[src/rtl/spi_tx_arbiter.sv]
// rtl/spi_tx_arbiter.sv - round-robin arbiter sharing one SPI transmitter among NREQ requesters
// Optional per-wait-state watchdog enabled by defining SPI_ARB_WDT_EN.
module spi_tx_arbiter #(
    parameter int NREQ       = 4,
    parameter int N          = 8,
    parameter int WDT_CYCLES = 1024
) (
    input  logic                    clk,
    input  logic                    rst,
    input  logic [NREQ-1:0]         req_valid,
    input  logic [NREQ*N-1:0]       req_data,
    output logic [NREQ-1:0]         req_ready,
    input  logic                    spi_csn_mon,
    output logic                    tx_start,
    output logic [N-1:0]            tx_data,
    output logic                    busy,
    output logic [$clog2(NREQ)-1:0] grant_id,
    output logic                    done,
    output logic                    timeout_err
);

    localparam int GW = $clog2(NREQ);

    if (NREQ < 2 || NREQ > 8 || N < 1 || WDT_CYCLES < 1) begin : g_bad_cfg
        $error("spi_tx_arbiter: parameter out of range");
    end

    typedef enum logic [1:0] {IDLE, WAIT_LOW, WAIT_HIGH} state_t;

    state_t        state;
    logic [GW-1:0] ptr;
    logic [GW-1:0] next_ptr;
    logic          sel_found;
    logic [GW-1:0] sel_idx;
    logic [GW:0]   cand;
    logic          settle;

    // Scan descending so the lowest offset from ptr wins.
    always_comb begin
        sel_found = 1'b0;
        sel_idx   = '0;
        cand      = '0;
        for (int k = NREQ - 1; k >= 0; k--) begin
            cand = {1'b0, ptr} + (GW+1)'(k);
            if (cand >= (GW+1)'(NREQ)) begin
                cand = cand - (GW+1)'(NREQ);
            end
            if (req_valid[cand[GW-1:0]]) begin
                sel_found = 1'b1;
                sel_idx   = cand[GW-1:0];
            end
        end
    end

    always_comb begin
        next_ptr = (grant_id == GW'(NREQ - 1)) ? '0 : grant_id + 1'b1;
    end

`ifdef SPI_ARB_WDT_EN
    localparam int WCW = $clog2(WDT_CYCLES + 1);
    logic [WCW-1:0] wdt_cnt;
    logic           wdt_hit;
    assign wdt_hit = (wdt_cnt == WCW'(WDT_CYCLES - 1));
    // Hold off arbitration for the cycle that reports completion so a new start is two cycles later.
    assign settle  = done | timeout_err;
`else
    assign settle      = done;
    assign timeout_err = 1'b0;
`endif

    always_ff @(posedge clk or posedge rst) begin
        if (rst) begin
            state     <= IDLE;
            ptr       <= '0;
            req_ready <= '0;
            tx_start  <= 1'b0;
            tx_data   <= '0;
            busy      <= 1'b0;
            grant_id  <= '0;
            done      <= 1'b0;
`ifdef SPI_ARB_WDT_EN
            timeout_err <= 1'b0;
            wdt_cnt     <= '0;
`endif
        end else begin
            req_ready <= '0;
            tx_start  <= 1'b0;
            done      <= 1'b0;
`ifdef SPI_ARB_WDT_EN
            timeout_err <= 1'b0;
`endif
            case (state)
                IDLE: begin
                    if (sel_found && !settle) begin
                        req_ready <= {{(NREQ-1){1'b0}}, 1'b1} << sel_idx;
                        tx_start  <= 1'b1;
                        tx_data   <= req_data[sel_idx*N +: N];
                        grant_id  <= sel_idx;
                        busy      <= 1'b1;
                        state     <= WAIT_LOW;
`ifdef SPI_ARB_WDT_EN
                        wdt_cnt   <= '0;
`endif
                    end
                end
                WAIT_LOW: begin
                    if (!spi_csn_mon) begin
                        state <= WAIT_HIGH;
`ifdef SPI_ARB_WDT_EN
                        wdt_cnt <= '0;
                    end else if (wdt_hit) begin
                        timeout_err <= 1'b1;
                        busy        <= 1'b0;
                        ptr         <= next_ptr;
                        state       <= IDLE;
                    end else begin
                        wdt_cnt <= wdt_cnt + 1'b1;
`endif
                    end
                end
                WAIT_HIGH: begin
                    if (spi_csn_mon) begin
                        done  <= 1'b1;
                        busy  <= 1'b0;
                        ptr   <= next_ptr;
                        state <= IDLE;
`ifdef SPI_ARB_WDT_EN
                    end else if (wdt_hit) begin
                        timeout_err <= 1'b1;
                        busy        <= 1'b0;
                        ptr         <= next_ptr;
                        state       <= IDLE;
                    end else begin
                        wdt_cnt <= wdt_cnt + 1'b1;
`endif
                    end
                end
                default: state <= IDLE;
            endcase
        end
    end

endmodule

[config.mk]
export PLATFORM = sky130hd
export DESIGN_NAME = spi_tx_arbiter
export DESIGN_NICKNAME = d
export VERILOG_FILES = /design/src/rtl/spi_tx_arbiter.sv
export SDC_FILE = /design/constraint.sdc
export NUM_CORES = 1
export LEC_CHECK = 0
export CAP_MARGIN = 30
export CORE_MARGIN = 2
export CORE_UTILIZATION = 30
export DETAILED_ROUTE_END_ITERATION = 16
export HOLD_SLACK_MARGIN = 0.06
export PLACE_DENSITY = 0.61
export SKIP_LAST_GASP = 1
export SYNTH_ARGS = -nofsm -noshare
export SYNTH_HDL_FRONTEND = slang
export SYNTH_SLANG_ARGS = --single-unit
[constraint.sdc]
create_clock -name clk -period 1.4 [get_ports clk]
set_input_delay 0.28 -clock clk [delete_from_list [all_inputs] [get_ports clk]]
set_output_delay 0.28 -clock clk [all_outputs]
set_load 0.03 [all_outputs]
# After elaboration in Yosys (flattened, before gate mapping)
# Cells that the tools add are included.
dict set report word_totals {
  ff_bits 21
  inputBits 39
  out_inout_bits 18
  word_cells 74
}
dict set report classes {
  addsub 8
  n_lt_le_gt_ge 8
  n_eq_ne 6
  shift 2
  n_mux 34
  n_reduce_logical 8
}
# cell count
set ops {}
lappend ops {{$shiftx A32 B6 Y8} 1}
lappend ops {{$mux W2} 12}
lappend ops {{$mux W1} 14}
lappend ops {{$lt A2 B3 Y1 const B} 4}
lappend ops {{$ge A3 B3 Y1 const B} 3}
lappend ops {{$bmux W1 S2} 4}
lappend ops {{$mux W4} 2}
lappend ops {{$sub A2 B1 Y2 const B} 4}
lappend ops {{$add A2 B2 Y3 const B} 2}
lappend ops {{$ne A2 B2 Y1 const B} 3}
lappend ops {{$pmux W2 S3} 1}
lappend ops {{$reduce_and A3 Y1} 2}
lappend ops {{$eq A2 B2 Y1 const B} 2}
lappend ops {{$reduce_and A2 Y1} 2}
lappend ops {{$shl A1 B2 Y4 const A} 1}
lappend ops {{$add A2 B1 Y3 const B} 1}
lappend ops {{$ge A2 B3 Y1 const B} 1}
lappend ops {{$add A2 B1 Y2 const B} 1}
lappend ops {{$eq A2 B1 Y1 const B} 1}
lappend ops {{$logic_not A2 Y1} 1}
lappend ops {{$pmux W1 S2} 1}
lappend ops {{$reduce_bool A2 Y1} 1}
lappend ops {{$logic_and A1 B1 Y1} 1}
lappend ops {{$logic_not A1 Y1} 1}

# Depth between registers and ports, before layout
# Gate-level depths: netlist of run 1.
dict set report logic_depth {
  ltp_word 12
  ltp_mapped 6
  mapped_depth_nobuf 5
}

# Least setup slack after synthesis of run 1
# No wires, ideal clock.
dict set report synth_timing {
  path_kind {register to register}
  startpoint {register done}
  endpoint {register tx_data[0]}
  setup_time_ns 0.144
  arrival_time_ns 1.433
  required_ns 1.256
  setup_slack_ns -0.177
  stages_incl_launch_ff 7
  n_path_buf 1
  synth_period_minus_slack_ns 1.577
  path_cell_list {dfrtp_1 -> nor3_2 -> o41ai_4 -> buf_2 -> and2_1 -> a31oi_1 -> o221ai_1}
}
dict set report synth_via {
  elab_chain_cells 3
}
# item line_no
set synth_rtl {}
lappend synth_rtl {{from (decl)} 18} ;# output logic done,
lappend synth_rtl {{from (signal assigned)} 80} ;# done <= 1'b0;
lappend synth_rtl {{from (signal assigned)} 88} ;# done <= 1'b0;
lappend synth_rtl {{from (signal assigned)} 123} ;# done <= 1'b1;
lappend synth_rtl {{$logic_not A1 Y1} 94} ;# if (sel_found && !settle) begin
lappend synth_rtl {{$logic_and A1 B1 Y1} 94}
lappend synth_rtl {{$reduce_and A2 Y1 (no line)} --}
lappend synth_rtl {{to (signal assigned)} 97} ;# tx_data <= req_data[sel_idx*N +: N];
lappend synth_rtl {{to (decl)} 15} ;# output logic [N-1:0] tx_data,
# Every way passes these cells.
# A chain may end at the register's enable or synchronous reset.

# Worst setup path in the final report of run 1
dict set report layout_timing {
  startpoint {register ptr[0]}
  endpoint {register tx_data[6]}
}
dict set report layout_via {
  elab_chain_cells 11
  elab_cells_between_ends 34
  cone_classes {7 x add/sub; 4 x order compare; 1 x shift; 20 x mux; 2 x reduce/logical}
}
# item line_no
set layout_rtl {}
lappend layout_rtl {{from (decl)} 31} ;# logic [GW-1:0] ptr;
lappend layout_rtl {{from (signal assigned)} 125} ;# ptr <= next_ptr;
lappend layout_rtl {{branches (longest 11 deep; another with $add A2 B2 Y3)} --}
# Parallel ways; which one is timed is not known. The select of a mux whose other input is x is not followed.

==> results of run 1 <==
[layout make-up]
type / count / area (µm²)
clock buffers: 3 / 41.3
clock inverters: 1 / 5.00
fillers: 338 / 1520
inverters: 15 / 70.1
multi-input cells: 71 / 639
flip-flops and latches: 21 / 528
well taps: 48 / 60.1
repair buffers: 84 / 777
repair inverters: 1 / 16.3
[worst max-delay path: cells and delay by family (launching register included)]
kind	cells	cell delay (ns)
AOI/OAI and AO/OA	2	0.28
buffers and inverters	2	0.27
DFF	1	0.39
muxes	1	0.20
and+or+nand+nor	2	0.31
[cell usage after synthesis (all sizes together)]
library cell  number
dfrtp             21
inv               15
and2               9
a31oi              8
mux2i              8
o221ai             8
o21ai              6
nand2              5
buf                4
nor2               4
a21oi              2
and3               2
nor3               2
o22ai              2
a221oi             1
a2bb2o             1
and2b              1
clkbuf             1
conb               1
ha                 1
mux2               1
nand3b             1
nor2b              1
nor3b              1
o21a               1
o221a              1
o41ai              1
or3                1
xnor2              1
[per-layer routing]
layer / vias to the layer above / global-route usage (%) / share of wire [%] / routed length (µm)
li1: 569 / - / - / -
met1: 551 / 20.6 / 43 / 1590
met2: 50 / 31.1 / 49 / 1800
met3: 4 / 4.11 / 7.1 / 261
met4: 0 / 4.95 / 0.79 / 29
met5: - / 0 / 0 / 0
[power by group]
| group | switching (W) | internal (W) |
|---|---|---|
| clock network | 0.000194 | 0.000198 |
| logic | 0.00152 | 0.00146 |
| registers | 0.000158 | 0.000881 |
| total | 0.00187 | 0.00254 |
[placed cells by master (no fill, tap or decap), drive strengths merged, types with 2 or more instances in the layout]
master | Yosys | routed
o221ai | 8 | 8
and2 | 9 | 9
dfrtp | 21 | 21
buf | 4 | 30
o22ai | 2 | 2
nand2 | 5 | 6
o21ai | 6 | 6
nor3 | 2 | 2
a21oi | 2 | 2
mux2i | 8 | 8
clkinv | 0 | 2
nor2 | 4 | 4
dlygate4sd2 | 0 | 17
a31oi | 8 | 8
inv | 15 | 14
clkbuf | 1 | 5
and3 | 2 | 2
clkdlybuf4s50 | 0 | 34
[logic make-up after synthesis]
logic type / Yosys count / share of synthesized area (%)
buffers and inverters: 20 / 7.82
adder cells (fa/ha/maj): 1 / 1.10
AO/OA/AOI/OAI: 31 / 22.0
multiplexers: 9 / 8.04
AND/OR/NAND/NOR: 27 / 13.7
XOR/XNOR: 1 / 0.771
other: 1 / 0.330
flip-flops: 21 / 46.3
[worst paths after layout]
path                             start          to  slack, ns  depth (start not counted)
worst max-delay path            ptr[0]  tx_data[6]      -0.18                          7
worst min-delay path               rst        busy       0.35                          3
worst max register to register  ptr[0]  tx_data[6]      -0.18                          7
worst min register to register    busy        busy       0.48                          2
max in group asynchronous          rst      ptr[1]       0.82                          3
min in group clk                  busy        busy       0.48                          2
[through the flow]
step,power [W],worst slack [ns]
4_1_cts,0.00408,-0.116
5_1_grt,0.00471,-0.257
6_report,0.00441,-0.185
3_5_place_dp,0.00350,-0.620
3_3_place_gp,0.00345,-0.589
2_1_floorplan,0.00244,-0.0511
[what timing repair did]
item / in CTS / in global routing
cloned: 2 / 2
resized for setup: 38 / 18
pin swaps: 8 / 6
endpoints found under the setup margin: 33 / 12
buffers inserted: 4 / 3
[flip-flops by register name, summed over array words and instances (netlist names)]
register	flops
state	2
grant_id	2
ptr	2
tx_start	1
tx_data	8
busy	1
req_ready	4
done	1
==> results.txt, run 1 <==
For the number of levels in the clock H-tree, the log shows 1. Across the routed clock network, the largest skew measured is 0.00562 ns. The number of antenna diodes in the final layout is 0. In this run the cell area measured after placement is 0.00189 mm². The kind of path behind the tightest hold check was input pin to asynchronous set/reset pin.

The standby leakage power is 1.02 nW, and the floorplan core area is 0.00366 mm². CTS placed an instance of clkbuf_8 at the clock tree root. The area growth from synthesis to layout is 88.1%.

The count of final max-slew check failures is 0, and the portion of the post-synthesis area used by sequential elements is 46.3%. The number of clock buffers inserted by TritonCTS was 3. The run gives 1223 as the via count of the first global-routing pass. Based on the critical path, the design can be clocked at up to 631 MHz. The tree built by TritonCTS fans out to 21 sinks.

The run gives 237 as the number of nets in the layout. Dividing the synthesized area by the synthesized cell count gives 10.2 µm². After clock tree synthesis, the clock-pin slew on the worst setup and hold paths is 0.08 ns.

The global routing usage summed across all routing layers is 17.4%. The die covers 0.00430 mm². The run finished, with violations left.

The checks that failed: setup timing. Along the worst path, the maximum fanout reaches 5. Dividing the final minimum period by the clock period gives 113%. Average routed wire per standard cell: 15.1 µm. For the initial DRC count, the log shows 46. Adding up every negative setup slack in the final design gives -1.24 ns.

The tools report the post-route cell area as 0.00214 mm². In this run the vertical extent of the chip is 65.5 µm. Setup repair after global routing could not meet its margin everywhere.

Including well taps, the total number of placed cells is 230. The number of rows in the core area is 22. The iteration count of the initial detailed-routing pass came out at 4.

The horizontal die dimension was 65.5 µm; the number of antenna violations at the first check in global routing was 0. The tools report the endpoint class of the critical path as a flip-flop. The clock reaches the later pin of the worst-skew pair after 0.26 ns. The final worst-path setup slack is -0.185 ns.

After global routing the overflow that remains totals 0. The maximum number of pins on one net before global-route repair is 22, and the final wirelength is 3670 µm. Of the post-synthesis cell area, the dominant cell type holds 46.3%. The total power per unit cell area was 2060 mW/mm²; the post-synth design cell area was 0.00114 mm². For this run, the number of Yosys warnings is 0. After synthesis the netlist holds a flip-flop and latch count of 21. For this configuration, the core starts out at a cell density of 31.0%. At the worst endpoint, the required time is 1.52 ns.

The synthesized design spends more area on one cell type than any other, namely dfrtp_1. Buffers inserted to repair hold after CTS numbered 0. The smallest clock period supported by the final layout is computed as 1.58 ns. Among all stages on the critical path, the largest delay is contributed by dfrtp_1.

The number of nets handed over by synthesis was 151. The logs give 2 for the largest buffer count on any clock path and 57 for the number of top-level pins. The share of cells above drive strength 1 is 32.7%, and the count of placed standard cells in the final layout, fillers left out is 244. Hold timing on the final database bottoms out at a slack of 0.346 ns. The worst setup path is of the flip-flop to flip-flop kind. The sum of net half-perimeters after detailed placement was 2460 µm; the number of failing setup endpoints in the final timing report was 11. On the worst path, the slowest cell contributes a delay of 0.39 ns. The total number of vias is 1174, and the total DRC errors in the routed layout is 0.

The share of the core filled with cells in the final layout came out at 58.4%. In the post-synthesis netlist, the biggest area contributors are dfrtp_1 (46%), mux2i_1 (7.0%), o221ai_1 (6.2%). The critical path goes through and2b_2, nor3_2, o22ai_2, buf_6, buf_12, mux2i_2, o221ai_1.

Data on the critical path arrives at its endpoint at 1.71 ns. TritonCTS built the clock tree. The count of input and output buffers is 55. The worst ir drop on vdd is 0.982 mV.

Routability-driven placement finished with a final weighted congestion of 0.833. The number of vias per cell was 4.81. The global-route wire length before repair was 5700 µm. Synthesis produced 111 cells. STA classifies the critical path startpoint as a flip-flop. The distinct cell type count after synthesis was 36; the number of hold-slack violations in the final timing report was 0.

The tools report the number of nets still failing antenna checks after routing as 0. The tool flagged a number of max-cap violations equal to 0.
Note: power is estimated with default switching activity, not from simulation.
==> run 2, diff against run 1 <==
--- a/config.mk
+++ b/config.mk
@@ -11,6 +11,7 @@
 export DETAILED_ROUTE_END_ITERATION = 16
 export HOLD_SLACK_MARGIN = 0.06
 export PLACE_DENSITY = 0.61
+export REMOVE_ABC_BUFFERS = 1
 export SKIP_LAST_GASP = 1
 export SYNTH_ARGS = -nofsm -noshare
 export SYNTH_HDL_FRONTEND = slang
==> run 2 against run 1 <==
  * Critical path depth fell by 1
  * Die area did not move
  * The flow still finishes with violations (setup timing)
  * Global-route usage rose by 0.070 points
  * Clock power rose by 1%
  * Total power fell by 0.94%
  * Fmax rose by 4.1%
  * Worst setup slack improved by 0.063 ns
  * Clock-buffer cell count did not move
  * Clock skew rose by 0.0017 ns
  * Flip-flop and latch count did not move
  * First-iteration DRC count rose by 28%
==> results.txt, run 2 (synthesized netlist as in run 1, its figures left out) <==
Setup violations remaining at the end of the flow were counted as 11. The worst ir drop on vdd is 0.996 mV. For the met1 usage in global routing, the log shows 23.3%. STA classifies the critical path startpoint as a flip-flop. Using the TritonRoute via totals, the vias-per-cell ratio works out to 4.82. In this run, placement finished with an instance count of 231. The flow ran to the end, but the final reports show violations. The tools report the count of final max-slew check failures as 0. The register with the most flip-flops in the final layout is tx_data. After detailed routing, the average wire length per cell comes to 15.4 µm. Cells with a size suffix above 1 make up 32.3% of the layout.

Between clock sinks in the finished design, the worst skew comes to 0.00728 ns. The run gives 2 as the largest buffer count on any clock path. In the final layout, flip-flops and latches occupy 527 µm². The number of nets still failing antenna checks after routing is 0. The final layout contains routed wiring with a total length of 3780 µm. The clock network is responsible for 9.0% of the overall power. The run gives 0 as the number of antenna repair diodes. Across the run, the number of max-cap violations was 0. The worst path buffer plus inverter count is 1, and the portion of total power attributed to sequential cells is 23.7%. The switching part of the total power was 43.3%; the global routing usage summed across all routing layers was 17.5%. During placement, the flow inserted port buffers numbering 55.

In this design, the stage delay of the slowest critical-path cell is 0.41 ns. The total of hold buffers inserted after clock tree synthesis came out at 0. For the routing usage on met3, the log shows 3.42%. The overall overflow remaining after global route is 0, and the flip-flop count of the largest register, all copies and words added is 8.

Total number of vias: 1186. The horizontal die dimension works out to 65.5 µm. The library cells used most frequently in the layout, excluding fill and tap cells, are clkdlybuf4s50_1 (34), buf_4 (27), dfrtp_1 (20), dlygate4sd2_1 (18), inv_1 (12). Vertical die dimension: 65.5 µm. The multi-input combinational cells in the finished layout cover a total of 682 µm². The master cell of the clock root buffer is clkbuf_8. The logs give 1.64 ns for the arrival time of data at the critical path endpoint and -0.808 ns for the worst slack after detailed placement.

Path type of the worst setup path: flip-flop to flip-flop. The number of hold-slack violations in the final timing report is 0, and the die outline area is 0.00430 mm². The global routing stage identified its most utilized layer as met2. The final layout contains 239 nets. The checks that failed: setup timing. Cell with the biggest individual delay on the critical path: dfrtp_1. The number of antenna violations at the first check in global routing is 0.

Global routing consumed, on the met2 layer, 29.3% of the routing resources. The pre-antenna-repair detailed-routing pass consisted of 4 iterations. The core region is 0.00366 mm². The clock input transition at the sequential cells of the worst setup and hold paths is 0.08 ns.

TritonCTS built the clock tree. The number of levels in the clock H-tree was 1; the CTS sink count was 21. In this run, the number of DRC markers left after iteration 0 of detailed routing was 59. Entering global routing, the biggest net connects 22 pins.

Compared with the post-synthesis result, the final layout area differs by 89.2%. Cell internal power was estimated by the tool at 0.00248 W. In this run the power spent charging and discharging nets is 0.00189 W. Row generation in the floorplan step produced 22 rows. 57 I/O pins were placed. Routability-driven placement finished with a final weighted congestion of 0.879. Counting the fill cells in the layout gives 334. Final critical-path required period: 1.52 ns. STA classifies the critical path endpoint as a flip-flop. The number of cells on the worst reg-to-reg path is 6. The insertion delay of the later-clocked pin in the worst-skew pair is 0.26 ns.

Post-route setup TNS: -0.902 ns. Setup repair after global routing could not meet its margin everywhere. The final worst-path setup slack is -0.122 ns.

In the routed design, unresolved DRC markers number 0. Kind of path behind the tightest hold check: input pin to asynchronous set/reset pin. The via count of the first global-routing pass is 1215, and the biggest fanout along the worst timing path is 10. Leaving out fill and tap cells, the most frequent cell in the layout is clkdlybuf4s50_1. Traced cell by cell, the critical path runs through nor3_4, o41ai_4, buf_6, and2_1, a31oi_2, o221ai_1.

Data on the critical path is required at its endpoint by 1.52 ns. Grouping stages by cell kind, the critical path spends the most delay in simple AND/OR/NAND/NOR gates. The fmax was 657 MHz. The initial utilization of the core area, before any placement, comes to 31.0%. The count of cells in the finished layout, fillers not included, comes to 246. Cells fill 58.7% of the core in the end. The standby leakage power is 1.03 nW, and the logic depth of the worst path, buffers included is 6. The sum of net half-perimeters after detailed placement was 2420 µm; the period utilization was 109%. The first global-routing pass estimated 5710 µm of wire.

For this design the ratio of total power to cell area is 2030 mW/mm². The number of clock buffers inserted by TritonCTS was 3. In the final layout, the registers with the most flip-flops are tx_data (8), req_ready (4). In this run, the combinational gates consume 67.3% of the power.
[run 2: cell types whose count changed in the layout (fill, tap and decap cells not counted), moves of 3 or more]
cell     previous run  this run
a31oi_1             7         3
and2_1              5         9
and2_4              4         0
a31oi_2             1         4
mux2i_1             5         8
[run 2: cell type report]
cell class	count	area share [%]
Timing Repair Buffer	85	35.2
Multi-Input combinational cell	72	31.7
Sequential cell	21	24.5
Inverter	15	3.26
Tap cell	48	2.79
Clock buffer	3	1.92
Clock inverter	1	0.349
Timing Repair inverter	1	0.291
[run 2: path summary, 6_finish.rpt]
| path | slack, ns | startpoint | end |
|---|---|---|---|
| worst max-delay path | -0.12 | state[0] | tx_data[3] |
| worst min-delay path | 0.34 | rst | tx_data[2] |
| worst max register to register | -0.12 | state[0] | tx_data[3] |
| worst min register to register | 0.47 | busy | busy |
| max in group asynchronous | 0.83 | rst | ptr[1] |
| min in group clk | 0.47 | busy | busy |
[run 2: what timing repair did]
action / in CTS / in global routing
pin swaps: 3 / 6
endpoints found under the setup margin: 33 / 14
cloned: 3 / 1
setup buffers: 2 / 5
gates resized for setup: 40 / 19
endpoints found under the hold margin: 0 / 0
[run 2: tightest hold or removal path, cell delays in order]
cell and delay, ns:
clkdlybuf4s50_1 0.39, inv_1 0.05, buf_4 0.26
[run 2: power groups by stage]
stage                     clock, W  sequential, W  combinational [W]
after detailed placement         0        0.00104            0.00238
final                     0.000395        0.00103            0.00294
after global placement           0        0.00103            0.00236
after CTS                 0.000411        0.00103            0.00259
after global routing      0.000432        0.00107            0.00317
after floorplan                  0        0.00145           0.000888
[run 2: layer usage]
| metal | vias to the layer above | part of all wire [%] |
|---|---|---|
| li1 | 573 | - |
| met1 | 567 | 43 |
| met2 | 42 | 50 |
| met3 | 4 | 5.4 |
| met4 | 0 | 1.4 |
| met5 | - | 0 |
[run 2: per-stage QoR]
stage	area (µm²)	hold slack, ns	power (W)
2_1_floorplan	1100	0.257	0.00234
3_3_place_gp	1880	0.461	0.00339
3_5_place_dp	1880	0.462	0.00342
4_1_cts	2030	0.352	0.00403
5_1_grt	2150	0.361	0.00467
6_report	2150	0.343	0.00437
